$ cat src/rtl/multicycle_controller.sv
// Main control FSM for a multicycle RV32I core with one shared instruction/data memory.
// The FSM sequences PC, IR/OldPC, register file, ALU, ALUOut and Data registers. Each state
// drives its own control values. ImmSrc and ALUControl are decoded combinationally from the
// instruction fields. Every memory access waits for the memory-ready handshake.
module multicycle_controller #(
    parameter bit MEM_HANDSHAKE = 1'b1
) (
    input  logic       clk,
    input  logic       reset,
    input  logic [6:0] op,
    input  logic [2:0] funct3,
    input  logic       funct7b5,
    input  logic       Zero,
    input  logic       MemReady,
    output logic       PCWrite,
    output logic       AdrSrc,
    output logic       MemWrite,
    output logic       IRWrite,
    output logic [1:0] ResultSrc,
    output logic [1:0] ALUSrcA,
    output logic [1:0] ALUSrcB,
    output logic       RegWrite,
    output logic [1:0] ImmSrc,
    output logic [2:0] ALUControl,
    output logic       IllegalOp,
    output logic       Retire
);

    typedef enum logic [3:0] {
        S_FETCH    = 4'd0,
        S_DECODE   = 4'd1,
        S_MEMADR   = 4'd2,
        S_MEMREAD  = 4'd3,
        S_MEMWB    = 4'd4,
        S_MEMWRITE = 4'd5,
        S_EXECUTER = 4'd6,
        S_EXECUTEI = 4'd7,
        S_ALUWB    = 4'd8,
        S_BEQ      = 4'd9,
        S_JAL      = 4'd10
    } state_t;

    localparam logic [6:0] OP_LW   = 7'b0000011;
    localparam logic [6:0] OP_SW   = 7'b0100011;
    localparam logic [6:0] OP_RALU = 7'b0110011;
    localparam logic [6:0] OP_IALU = 7'b0010011;
    localparam logic [6:0] OP_BEQ  = 7'b1100011;
    localparam logic [6:0] OP_JAL  = 7'b1101111;

    state_t     r_state;
    state_t     w_next_state;
    logic       w_mem_ready;
    logic       w_pc_update;
    logic       w_branch;
    logic       w_adr_src;
    logic       w_mem_write;
    logic       w_ir_write;
    logic       w_reg_write;
    logic       w_illegal;
    logic       w_retire;
    logic [1:0] w_alu_op;
    logic       w_r_sub;

    // Without a handshake the memory is treated as always completing in one cycle.
    assign w_mem_ready = MEM_HANDSHAKE ? MemReady : 1'b1;

    // A subtract needs funct7b5 set, and only R-type (op[5]=1) may select it.
    // This keeps addi with an immediate bit 30 set as an add.
    assign w_r_sub = funct7b5 & op[5];

    // State register: reset aborts any instruction and parks the FSM in FETCH.
    always_ff @(posedge clk or negedge reset) begin
        if (!reset) begin
            r_state <= S_FETCH;
        end else begin
            r_state <= w_next_state;
        end
    end

    // Next-state logic: memory states hold until the access completes.
    always_comb begin
        w_next_state = S_FETCH;
        case (r_state)
            S_FETCH: begin
                if (w_mem_ready) begin
                    w_next_state = S_DECODE;
                end else begin
                    w_next_state = S_FETCH;
                end
            end
            S_DECODE: begin
                case (op)
                    OP_LW:   w_next_state = S_MEMADR;
                    OP_SW:   w_next_state = S_MEMADR;
                    OP_RALU: w_next_state = S_EXECUTER;
                    OP_IALU: w_next_state = S_EXECUTEI;
                    OP_BEQ:  w_next_state = S_BEQ;
                    OP_JAL:  w_next_state = S_JAL;
                    default: w_next_state = S_FETCH;
                endcase
            end
            S_MEMADR: begin
                if (op == OP_LW) begin
                    w_next_state = S_MEMREAD;
                end else begin
                    w_next_state = S_MEMWRITE;
                end
            end
            S_MEMREAD: begin
                if (w_mem_ready) begin
                    w_next_state = S_MEMWB;
                end else begin
                    w_next_state = S_MEMREAD;
                end
            end
            S_MEMWB:    w_next_state = S_FETCH;
            S_MEMWRITE: begin
                if (w_mem_ready) begin
                    w_next_state = S_FETCH;
                end else begin
                    w_next_state = S_MEMWRITE;
                end
            end
            S_EXECUTER: w_next_state = S_ALUWB;
            S_EXECUTEI: w_next_state = S_ALUWB;
            S_ALUWB:    w_next_state = S_FETCH;
            S_BEQ:      w_next_state = S_FETCH;
            S_JAL:      w_next_state = S_ALUWB;
            default:    w_next_state = S_FETCH;
        endcase
    end

    // Per-state control values. An unlisted control stays at 0.
    always_comb begin
        w_pc_update = 1'b0;
        w_branch    = 1'b0;
        w_adr_src   = 1'b0;
        w_mem_write = 1'b0;
        w_ir_write  = 1'b0;
        w_reg_write = 1'b0;
        w_illegal   = 1'b0;
        w_retire    = 1'b0;
        w_alu_op    = 2'b00;
        ResultSrc   = 2'b00;
        ALUSrcA     = 2'b00;
        ALUSrcB     = 2'b00;
        case (r_state)
            S_FETCH: begin
                ALUSrcB     = 2'b10;
                ResultSrc   = 2'b10;
                w_ir_write  = w_mem_ready;
                w_pc_update = w_mem_ready;
            end
            S_DECODE: begin
                ALUSrcA = 2'b01;
                ALUSrcB = 2'b01;
                case (op)
                    OP_LW, OP_SW, OP_RALU, OP_IALU, OP_BEQ, OP_JAL: w_illegal = 1'b0;
                    default:                                         w_illegal = 1'b1;
                endcase
            end
            S_MEMADR: begin
                ALUSrcA = 2'b10;
                ALUSrcB = 2'b01;
            end
            S_MEMREAD: begin
                w_adr_src = 1'b1;
            end
            S_MEMWB: begin
                ResultSrc   = 2'b01;
                w_reg_write = 1'b1;
                w_retire    = 1'b1;
            end
            S_MEMWRITE: begin
                w_adr_src   = 1'b1;
                w_mem_write = 1'b1;
                w_retire    = w_mem_ready;
            end
            S_EXECUTER: begin
                ALUSrcA  = 2'b10;
                ALUSrcB  = 2'b00;
                w_alu_op = 2'b10;
            end
            S_EXECUTEI: begin
                ALUSrcA  = 2'b10;
                ALUSrcB  = 2'b01;
                w_alu_op = 2'b10;
            end
            S_ALUWB: begin
                w_reg_write = 1'b1;
                w_retire    = 1'b1;
            end
            S_BEQ: begin
                ALUSrcA  = 2'b10;
                ALUSrcB  = 2'b00;
                w_alu_op = 2'b01;
                w_branch = 1'b1;
                w_retire = 1'b1;
            end
            S_JAL: begin
                ALUSrcA     = 2'b01;
                ALUSrcB     = 2'b10;
                w_pc_update = 1'b1;
            end
            default: begin
                w_alu_op = 2'b00;
            end
        endcase
    end

    // Write-type strobes are suppressed while reset is held, so no state is disturbed.
    always_comb begin
        if (!reset) begin
            PCWrite   = 1'b0;
            IRWrite   = 1'b0;
            MemWrite  = 1'b0;
            RegWrite  = 1'b0;
            IllegalOp = 1'b0;
            Retire    = 1'b0;
        end else begin
            PCWrite   = w_pc_update | (w_branch & Zero);
            IRWrite   = w_ir_write;
            MemWrite  = w_mem_write;
            RegWrite  = w_reg_write;
            IllegalOp = w_illegal;
            Retire    = w_retire;
        end
    end

    assign AdrSrc = w_adr_src;

    // ALU decoder: ALUOp selects add, sub, or a funct3-driven operation.
    always_comb begin
        ALUControl = 3'b000;
        case (w_alu_op)
            2'b00: ALUControl = 3'b000;
            2'b01: ALUControl = 3'b001;
            2'b10: begin
                case (funct3)
                    3'b000: begin
                        if (w_r_sub) begin
                            ALUControl = 3'b001;
                        end else begin
                            ALUControl = 3'b000;
                        end
                    end
                    3'b010:  ALUControl = 3'b101;
                    3'b110:  ALUControl = 3'b011;
                    3'b111:  ALUControl = 3'b010;
                    default: ALUControl = 3'b000;
                endcase
            end
            default: ALUControl = 3'b000;
        endcase
    end

    // Immediate format follows the opcode alone.
    always_comb begin
        ImmSrc = 2'b00;
        case (op)
            OP_LW:   ImmSrc = 2'b00;
            OP_IALU: ImmSrc = 2'b00;
            OP_SW:   ImmSrc = 2'b01;
            OP_BEQ:  ImmSrc = 2'b10;
            OP_JAL:  ImmSrc = 2'b11;
            default: ImmSrc = 2'b00;
        endcase
    end

endmodule

$ cat config.mk
export PLATFORM = sky130hd
export DESIGN_NAME = multicycle_controller
export DESIGN_NICKNAME = d
export VERILOG_FILES = /design/src/rtl/multicycle_controller.sv
export SDC_FILE = /design/constraint.sdc
export NUM_CORES = 1
export LEC_CHECK = 0
export ABC_AREA = 0
export ABC_CLOCK_PERIOD_IN_PS = 2000
export CAP_MARGIN = 0
export CORE_MARGIN = 2
export CORE_UTILIZATION = 34
export DETAILED_ROUTE_END_ITERATION = 7
export GPL_ROUTABILITY_DRIVEN = 0
export PLACE_DENSITY = 0.67
export SETUP_SLACK_MARGIN = 0.4
export SLEW_MARGIN = 10
export SYNTH_ARGS = -nofsm -noshare
export SYNTH_HDL_FRONTEND = slang
export SYNTH_SLANG_ARGS = --single-unit
$ cat constraint.sdc
create_clock -name clk -period 2 [get_ports clk]
set_input_delay 0.5 -clock clk [delete_from_list [all_inputs] [get_ports clk]]
set_output_delay 0.5 -clock clk [all_outputs]
set_load 0.02 [all_outputs]
==> results of run 1 <==
[through the flow]
| step | utilization [%] | power [mW] | cell area, um^2 | setup slack, ns |
|---|---|---|---|---|
| 2_1_floorplan | - | 0.1937 | 827.0 | -0.04926 |
| 3_3_place_gp | 69.31 | 0.3169 | 1388 | -0.6575 |
| 3_5_place_dp | 69.31 | 0.3210 | 1388 | -0.6898 |
| 4_1_cts | 84.19 | 0.4679 | 1685 | -0.2229 |
| 5_1_grt | 92.13 | 0.5560 | 1844 | -0.3374 |
| 6_report | 92.13 | 0.5441 | 1844 | -0.2726 |
[synth_stat cells, types with 2 or more instances]
| master | instances | area, um^2 |
|---|---|---|
| nor2_1 | 9 | 33.78 |
| ha_1 | 2 | 25.02 |
| buf_6 | 2 | 22.52 |
| xnor2_1 | 3 | 26.28 |
| and3_1 | 2 | 12.51 |
| o21ai_0 | 2 | 10.01 |
| nor3b_1 | 2 | 15.01 |
| buf_2 | 4 | 20.02 |
| inv_1 | 4 | 15.01 |
| o21ai_1 | 2 | 10.01 |
| nor3_1 | 4 | 20.02 |
| inv_2 | 2 | 7.510 |
| nand2b_1 | 5 | 31.28 |
| and2_1 | 2 | 12.51 |
| nor3b_2 | 2 | 25.02 |
| nand4_1 | 3 | 18.77 |
| dfrtp_1 | 4 | 100.1 |
| nor2b_1 | 5 | 31.28 |
| nand3_1 | 2 | 10.01 |
| o211ai_1 | 3 | 22.52 |
| and3b_1 | 4 | 35.03 |
| nand2_1 | 6 | 22.52 |
| a21oi_1 | 5 | 25.02 |
[where the power goes]
part | total (mW) | internal, mW | switching, mW
clock network | 0.125 | 0.0687 | 0.0567
logic | 0.329 | 0.164 | 0.165
registers | 0.0898 | 0.0845 | 0.00533
total | 0.544 | 0.317 | 0.227
[routing by layer]
metal,GRT usage [%],part of all wire (%),routed length [um],vias to the layer above
met3,4.762,11,548,52
met1,32.85,33,1621,583
li1,-,-,-,530
met4,11.71,9.5,475,0
met2,53.73,47,2331,142
met5,0,0,0,-
[layout make-up]
cell class	count	area, um^2
clock buffer	3	22.52
inverter	6	22.52
fill	76	157.7
tap	27	33.78
multi-input combinational	83	857.1
timing repair buffer	87	807.0
sequential	4	101.3
[path summary, 6_finish.rpt]
kind                                       to  slack (ns)  cells after the start
worst max-delay path            ALUControl[0]       -0.27                      8
worst min-delay path               r_state[3]        0.58                      3
worst max register to register     r_state[0]        0.19                      7
worst min register to register     r_state[3]        0.89                      4
max in group asynchronous          r_state[2]        1.27                      3
min in group clk                   r_state[0]        0.79                      5
[layout by cell type (no fill, tap or decap), types with 2 or more instances in the layout]
cell type / netlist / routed
buf_4: 0 / 45
buf_6: 2 / 27
nor2_1: 9 / 6
clkdlybuf4s50_1: 0 / 5
and3b_1: 4 / 4
inv_1: 4 / 4
nand2b_4: 0 / 4
nand2_2: 0 / 4
buf_2: 4 / 4
nor3b_4: 0 / 3
nand4_1: 3 / 3
o211ai_1: 3 / 3
xnor2_4: 0 / 3
nor2b_1: 5 / 3
nor3_2: 0 / 3
a21oi_2: 0 / 3
clkbuf_4: 0 / 3
dfrtp_1: 4 / 3
nor4_4: 0 / 2
nand2_1: 6 / 2
and3_4: 0 / 2
nand3_1: 2 / 2
and2_4: 0 / 2
inv_2: 2 / 2
o21ai_2: 0 / 2
a21oi_4: 0 / 2
nor2_4: 0 / 2
dlygate4sd2_1: 0 / 2
buf_8: 0 / 2
[cells by family (layout without fill, tap and decap cells)]
group | Yosys count | in the layout | synth area share (%)
and+or+nand+nor | 57 | 57 | 50.51
AOI/OAI and AO/OA | 19 | 19 | 17.74
buffers and inverters | 12 | 96 | 8.783
xor gates and xnor gates | 4 | 4 | 4.731
DFF | 4 | 4 | 13.51
adders and majority gates | 2 | 2 | 3.378
muxes | 1 | 1 | 1.351
[what timing repair did]
item | CTS | global route
gates cloned | 1 | 0
setup buffers | 12 | 8
gates resized for setup | 172 | 22
endpoints found under the setup margin | 20 | 19
pin swaps | 17 | 10
[critical path, cell delays in order, from the launching register on]
cell	delay, ns
dfrtp_1	0.42
nor3b_4	0.23
nand2_2	0.10
buf_4	0.15
inv_1	0.08
ha_1	0.18
inv_1	0.06
a21oi_2	0.13
buf_4	0.15
==> impl_metrics.py, run 1 <==
metrics = {
    "clocking": {
        "clockBufferDepth": 2,
        "cts_root_buffer": "clkbuf_4",
        "insertion_delay_ns": 0.27,
        "cts_hold_buf": 0,
        "cts_tree": "done",
        "h-tree-depth": 1,
        "cts_sinks": 4,
        "cts-buffers-inserted": 3,
        "clk_pin_slew_ns": 0.06,
    },
    "global_routing": {
        "grt_max_degree": 17,
        "overflow": 0,
        "grt_pass1_vias": 1118,
        "grt_first_pass_wirelength_um": 5568,
        "antenna_found_initial": 0,
        "gr-usage-all-layers_pct": 29.14,
    },
    "place": {
        "hpwl_um": 1962,
        "io_buffers": 32,
        "dp.cells": 186,
    },
    "floorplanning": {
        "die_area_mm2": 0.002568,
        "initial_core_util_pct": 37.00,
        "dieWidth_um": 50.68,
        "die_h_um": 50.68,
        "io_pins": 33,
        "fp-row-count": 16,
        "coreArea_mm2": 0.002002,
    },
    "logic_synthesis": {
        "syn_area_um2": 740.7,
        "synthArstFlopShare_pct": 100.0,
        "avgSynthCellArea_um2": 7.482,
        "synth_nets": 116,
        "synth_edf_count": 0,
        "yosysSeqAreaShare_pct": 13.51,
        "yosysWarnings": 0,
        "synth.ff_latch_count": 4,
        "synth_cells": 99,
        "synth.distinct_cells": 43,
        "ys.flop_type": "dfrtp_1",
    },
    "worst_setup_path": {
        "crit_fanout": 2,
        "cp.arrival_ns": 1.77,
        "required_ns": 1.50,
        "critPathKind": "register to output port",
        "startpoint": "r_state[0]",
        "start_kind": "register",
        "rr_startpoint": "r_state[1]",
        "end_kind": "output port",
    },
    "timing": {
        "slew_headroom_pct": 70.13,
        "fmax_mhz": 440.0,
        "grt_setup_unrepaired": "yes",
        "slew_violations": 0,
        "hold_slack_ns": 0.5753,
        "setup_viol": 16,
        "finalHoldViolCount": 0,
        "period_minus_slack_ns": 2.273,
        "min_period_over_period_pct": 113.6,
        "worstMarginPinSlew_ns": 0.4443,
        "finalClockSkew_ns": 0.02287,
        "fin_setup_tns_ns": -1.928,
        "fin_ws_ns": -0.2726,
    },
    "detailed_routing": {
        "num_vias": 1307,
        "wl_um": 4976,
        "drt-initial-drc-count": 77,
        "drtPass1Iterations": 4,
        "vias_per_cell": 6.224,
        "wire_per_inst_um": 23.70,
        "drcViolationCount": 0,
        "postRouteAntennaNets": 0,
    },
    "pwr": {
        "vdd_drop_max_mv": 0.2916,
        "p_leak_nw": 0.8362,
        "p_per_area_mw_per_mm2": 295.0,
    },
    "final_layout": {
        "largest_reg_flops": 4,
        "area_growth_syn_to_layout_pct": 149.0,
        "largest-register": "r_state",
        "num_antenna_cells": 0,
        "nNetsFinal": 202,
        "largestRegisters": "r_state x4",
        "final_cells": 210,
        "drive_above_1_share_pct": 71.04,
    },
    "min_path": {
        "hold_class": "input port to asynchronous set/reset pin",
    },
    "outcome": {
        "violations": "negative setup slack",
        "status": "finished, violations left",
    },
    "run": {
        "maxCapViolCount": 0,
    },
}
Power figures use the tool's default switching activity.
==> inputs of run 2 (changes only) <==
--- a/config.mk
+++ b/config.mk
@@ -7,7 +7,7 @@
 export LEC_CHECK = 0
 export ABC_AREA = 0
 export ABC_CLOCK_PERIOD_IN_PS = 2000
-export CAP_MARGIN = 0
+export CAP_MARGIN = 20
 export CORE_MARGIN = 2
 export CORE_UTILIZATION = 34
 export DETAILED_ROUTE_END_ITERATION = 7
==> results of run 2 <==
No change in the layout: final DEF, timing and power equal those of run 1.
